$ cat config.mk
export PLATFORM = sky130hd
export DESIGN_NAME = fetch_unit
export DESIGN_NICKNAME = d
export VERILOG_FILES = /design/src/rtl/fetch_unit.sv
export SDC_FILE = /design/constraint.sdc
export NUM_CORES = 1
export LEC_CHECK = 0
export ABC_AREA = 1
export BUFFER_PORTS_ARGS = -buffer_cell sky130_fd_sc_hd__buf_4
export CAP_MARGIN = 15
export CORE_ASPECT_RATIO = 0.5
export CORE_MARGIN = 1
export CORE_UTILIZATION = 35
export CTS_CLUSTER_DIAMETER = 50
export DETAILED_ROUTE_END_ITERATION = 16
export GPL_TIMING_DRIVEN = 0
export PLACE_DENSITY_LB_ADDON = 0.05
export SLEW_MARGIN = 20
export SYNTH_ARGS = -nofsm -noshare
export SYNTH_HDL_FRONTEND = slang
export SYNTH_SLANG_ARGS = --single-unit
$ cat constraint.sdc
create_clock -name clk -period 2.2 [get_ports clk]
set_input_delay 0.33 -clock clk [delete_from_list [all_inputs] [get_ports clk]]
set_output_delay 0.33 -clock clk [all_outputs]
set_load 0.05 [all_outputs]
$ cat src/rtl/fetch_unit.sv
// Instruction fetch stage: holds the PC, fetches over a req/ready + rvalid handshake,
// presents one instruction at a time. Optional INSTRET_COUNT_EN adds a retired-instruction counter.
module fetch_unit #(
  parameter logic [31:0] RESET_PC  = 32'h0000_0000,
  parameter logic [31:0] NOP_INSTR = 32'h0000_0013
) (
  input  logic        clk,
  input  logic        reset,
  output logic        imem_req,
  output logic [31:0] imem_addr,
  input  logic        imem_ready,
  input  logic [31:0] imem_rdata,
  input  logic        imem_rvalid,
  input  logic [2:0]  B_Target,
  input  logic [31:0] imm,
  input  logic [31:0] jalr_target,
  input  logic        stall,
  output logic [31:0] instr,
  output logic [31:0] pc,
  output logic [31:0] pc_plus4,
  output logic        instr_valid,
  output logic        fetch_fault
`ifdef INSTRET_COUNT_EN
  , output logic [63:0] instret
`endif
);

  typedef enum logic [2:0] {IDLE, REQ, WAIT, EXEC, FAULT} state_t;

  state_t      state;
  logic [31:0] next_pc;
  logic        sel_illegal;
  logic        target_bad;

  assign imem_addr = pc;
  assign pc_plus4  = pc + 32'd4;

  always_comb begin
    next_pc     = pc_plus4;
    sel_illegal = 1'b0;
    case (B_Target)
      3'b100:  next_pc = pc_plus4;
      3'b010:  next_pc = pc + imm;
      3'b001:  next_pc = {jalr_target[31:1], 1'b0};
      default: sel_illegal = 1'b1;
    endcase
  end

  // A jalr target with bit 1 set survives the bit-0 clear and faults here.
  assign target_bad = sel_illegal || (next_pc[1:0] != 2'b00);

  always_ff @(posedge clk or negedge reset) begin
    if (!reset) begin
      state       <= IDLE;
      pc          <= RESET_PC;
      instr       <= NOP_INSTR;
      instr_valid <= 1'b0;
      imem_req    <= 1'b0;
      fetch_fault <= 1'b0;
`ifdef INSTRET_COUNT_EN
      instret     <= 64'd0;
`endif
    end else begin
      case (state)
        IDLE: begin
          state    <= REQ;
          imem_req <= 1'b1;
        end
        REQ: begin
          if (imem_ready) begin
            imem_req <= 1'b0;
            if (imem_rvalid) begin
              instr       <= imem_rdata;
              instr_valid <= 1'b1;
              state       <= EXEC;
            end else begin
              state <= WAIT;
            end
          end
        end
        WAIT: begin
          if (imem_rvalid) begin
            instr       <= imem_rdata;
            instr_valid <= 1'b1;
            state       <= EXEC;
          end
        end
        EXEC: begin
          if (!stall) begin
            instr       <= NOP_INSTR;
            instr_valid <= 1'b0;
            if (target_bad) begin
              fetch_fault <= 1'b1;
              state       <= FAULT;
            end else begin
              pc       <= next_pc;
              imem_req <= 1'b1;
              state    <= REQ;
`ifdef INSTRET_COUNT_EN
              instret  <= instret + 64'd1;
`endif
            end
          end
        end
        FAULT: begin
          state <= FAULT;
        end
        default: begin
          state <= IDLE;
        end
      endcase
    end
  end

endmodule
; ---- Word-level counts from Yosys, hierarchy flattened
; Cells that the tools add are included.
[word_totals]
regBits = 70
inputBits = 104
output_inout_bits = 131
elab_cells = 52
[op_classes]
add_sub_neg = 2
n_eq_ne = 11
n_mux = 20
bitwise = 2
reduce_logical = 11
[ops]
columns = cell, count
row1 = two-way mux 32 bit, 3
row2 = one-hot mux 32 bit (3 select lines), 1
row3 = one-hot mux 32 bit (2 select lines), 1
row4 = adder 32 x 3 -> 32 bit (second input constant), 1
row5 = adder 32 bit, 1
row6 = one-hot mux 3 bit (5 select lines), 1
row7 = two-way mux 3 bit, 4
row8 = AND reduction 3 bit, 4
row9 = equality test 3 x 2 -> 1 bit (second input constant), 3
row10 = two-way mux 1 bit, 8
row11 = inequality test 2 bit (second input constant), 4
row12 = equality test 3 x 1 -> 1 bit (second input constant), 2
row13 = equality test 3 bit (second input constant), 2
row14 = one-hot mux 1 bit (3 select lines), 2
row15 = nonzero test 3 bit, 2
row16 = AND reduction 4 bit, 1
row17 = logical NOT 3 bit, 1
row18 = OR reduction 3 bit, 1
row19 = NOT 1 bit, 2
row20 = nonzero test 2 bit, 1
row21 = logical OR 1 bit, 1

; ---- Longest topological paths before layout
[depth]
ltp_word = 7
ltp_mapped = 14
ltp_nobuf = 14

; ---- Least setup slack after synthesis
; Ideal clock, no wire load.
[synth_timing]
kind = register to register
from = register pc[2] (netlist: imem_addr[2])
to = register pc[12] (netlist: imem_addr[12])
setup_ps = 67
arrival_ps = 2699
t_required_ps = 2133
slack_ps = -566
stages_incl_launch_ff = 11
path_buffers = 0
period_less_slack_ps = 2766
cell_sequence = dfrtp_1 > ha_1 > nand3_2 > nor2_1 > nand2_1 > nor2_4 > xor2_1 > nand2_1 > nand3b_1 > nand2_1 > nand2_1
[synth_between]
elab_chain_len = 2
word_cells_on_any_way = 3
classes_between = 2 x add/sub / 1 x mux
[synth_rtl]
columns = element, line
row1 = from (decl), 19  ; output logic [31:0] pc,
row2 = from (signal assigned), 96  ; pc <= next_pc;
row3 = adder 32 x 3 -> 32 bit, 36  ; assign pc_plus4 = pc + 32'd4;
row4 = named net pc_plus4[12], 20  ; output logic [31:0] pc_plus4,
row5 = one-hot mux 32 bit (2 select lines), 41  ; case (B_Target)
; The timed path passes the listed nets, and every way through them passes these cells.
; A chain may end at the register's enable or synchronous reset.

; ---- Worst setup path in the final report
[layout_timing]
from = register pc[14] (netlist: imem_addr[14])
to = output port pc_plus4[19]
[layout_between]
elab_chain_len = 1
[layout_rtl]
columns = element, line
row1 = adder 32 x 3 -> 32 bit, 36
row2 = to (decl), 20
; Every way passes these cells.

==> impl_metrics.tcl <==
set metrics [dict create \
    path_common_cell "nand2_2" \
    muxShareOfSynthArea 0 \
    synth.area.top_cells "dfrtp_1 (24%), nand2_1 (23%), inv_1 (9.6%)" \
    setup_viol 20 \
    max_clock_freq_ghz 0.442 \
    final_core_util 0.563 \
    synth_flop_cell "dfrtp_1" \
    gp_congestion 0.980 \
    cp.buffers_inverters 3 \
    hpwl_um 22800 \
    antenna_cells 0 \
    h-tree-depth 3 \
    rsz0062_at_grt "true" \
    antenna_found_initial 0 \
    via_per_inst 4.93 \
    syn-instance-count 1145 \
    whs_ns 0.0804 \
    period_needed_ns 2.26 \
    cp_top_family "simple AND/OR/NAND/NOR gates" \
    cp-end-kind "output port" \
    peakVddDrop_mv 0.749 \
    nets 1591 \
    finClkSkew_ns 0.0130 \
    drc 0 \
    outcome "complete, but fails checks" \
    netlist_area_um2 6990 \
    cts_tree "done" \
    grt.busiest_layer "met2" \
    cap_viol_max_count 0 \
    synthXorXnorAreaFrac 0.0125 \
    yosysTopAreaCellShare 0.240 \
    crit_type "reg2out" \
    cp_slowest_cell "dfrtp_2" \
    synth_warnings 0 \
    coreArea_um2 19500 \
    drtAntennaViolNets 0 \
    worst_slack_ns -0.0638 \
    port_buffers 233 \
    synth_compound_area_frac 0.126 \
    synth_most_common_cell "nand2_1" \
    power_mw 17.7 \
    cpPeakStageDelay_ns 0.39 \
    final_cells 1725 \
    path_cells "clkinvlp_4 > buf_6 > nor3_4 > nand2_2 > nor2_2 > nand3_1 > nand2_2 > buf_8" \
    power_leakage_nw 5.78 \
    seq_area_frac_synth 0.251 \
    critPathMaxFanout 4 \
    placedCellCount 1644 \
    worst_slew_pin_slew_ns 0.980 \
    area_delta_synth_final_pct 57.0 \
    grt_overflow 0 \
    grt_use_met1 0.378 \
    routed_wl_um 29100 \
    synthArstFlopShare 1.00 \
    wire_per_inst_um 16.9 \
    synth.largest_area_cell "dfrtp_1" \
    slew_headroom 0.347 \
    failed_checks "negative setup slack" \
    cp.required_ns 1.87 \
    postSynthAreaPerCell_um2 6.10 \
    numCtsBuffers 9 \
    synth.net_count 1282 \
    io_pins 235 \
    root_buffer "clkbuf_16" \
    worstSkewPairLatency_ns 0.35 \
    grtUsageMet2 0.445 \
    initial_core_util 0.358 \
    grt_max_degree 71 \
    placed_area_um2 9160 \
    clock-sinks 70 \
    dr_total_vias 8499 \
    drt_iter0_drc 426 \
    fin_area_um2 11000 \
    start_kind "flop" \
    slew_violations 0 \
    p_per_area_nw_per_um2 1610 \
    die_w_um 202 \
    cts_hold_buf 0 \
    ys_types 44 \
    synth_fa_ha_area_frac 0.0602 \
    grt_usage 0.275 \
    fin_crit_sh 1.03 \
    clk_pin_slew_ns 0.07 \
    drive_gt1_frac 0.410 \
    dieArea_um2 20600 \
    synthTopCellsByCount "nand2_1 (422), inv_1 (179), nor2_1 (104), nand3_1 (71), dfrtp_1 (67)" \
    holdCritPathClass "in2async" \
    dr.pass1.iters 5 \
    synth-seq-cells 70 \
    grt_pass1_wl_um 43000 \
    finalHoldViolations 0 \
    rrSetupSlack_ns -0.03 \
    synth_top_family_by_area "simple AND/OR/NAND/NOR gates" \
    row_count 36 \
    die_h_um 102 \
    worstPathArrival_ns 1.93 \
    grtUsageMet3 0.0606 \
    synth_edf_count 0 \
    grt_pass1_vias 7928 \
    clk_path_buf_depth 2 \
    synthSimpleGateAreaFrac 0.394 \
]
[metal layers]
layer / up-vias / routed length [µm]
li1: 4189 / -
met1: 3966 / 13300
met3: 32 / 2340
met2: 312 / 13100
met5: - / 0
met4: 0 / 441
[power breakdown]
group          switching, mW  total (mW)  internal, mW
Clock                  0.650        1.65          1.00
Sequential             0.683        2.54          1.85
Combinational           8.80        13.5          4.72
[what timing repair did]
action                     in CTS  in global routing
setup buffers                  51                 14
gates resized for setup       113                158
setup endpoints to repair      56                 54
pin swaps                      29                 59
gates cloned                    0                  1
[stage by stage]
step                setup TNS, ns  setup slack (ns)
finish                     -0.351           -0.0638
global placement            -5.23            -0.256
floorplan                 -0.0423           -0.0423
CTS                         -1.09           -0.0709
global route                -3.75            -0.149
detailed placement          -6.14            -0.264
[sequential cells by signal (all words and copies together), names as in the netlist]
name         count
fetch_fault      1
imem_addr       32
imem_req         1
instr           32
instr_valid      1
state            3
[area by class of cell]
type	instances	area, µm²
Clock buffer	10	229
Timing Repair Buffer	299	2450
Fill cell	1927	8530
Tap cell	266	333
Sequential cell	70	1790
Buffer	53	394
Inverter	189	733
Clock inverter	6	93.8
Multi-Input combinational cell	832	4960
[path summary, 6_finish.rpt]
kind | from | to | cells after the start
max | imem_addr[14] | pc_plus4[19] | 8
min reg2reg | fetch_fault | fetch_fault | 2
max reg2reg | imem_addr[0] | imem_addr[20] | 13
max in group asynchronous | reset | imem_addr[1] | 1
min in group clk | imem_rdata[0] | instr[0] | 2
min | reset | imem_addr[28] | 1
[cells by family (layout without fill, tap and decap cells)]
family,count (synthesis),count (layout)
AOI/OAI and AO/OA,135,135
xor gates and xnor gates,10,10
adders and majority gates,33,33
DFF,70,70
buffers and inverters,243,557
and+or+nand+nor,654,654
[cells in the final DEF, fill, tap and decap left out, drive strengths merged]
cell type	Yosys	final
o22a	3	3
a22oi	3	3
nand3b	1	1
nor3	21	21
nand4	11	11
dfstp	3	3
dfrtp	67	67
o21a	1	1
a31oi	3	3
xor2	8	8
a21boi	17	17
buf	50	347
o211ai	3	3
clkinvlp	0	4
ha	32	32
fa	1	1
inv	189	187
a32oi	1	1
nand2	428	428
and2	1	1
o21ai	21	21
a21oi	51	51
a21o	1	1
or2	6	6
nand3	76	76
a22o	29	29
bufinv	0	2
xnor2	2	2
nor2	110	110
clkinv	0	2
clkbuf	4	15
o21bai	2	2
No activity file was read; power rests on OpenSTA's default activity.
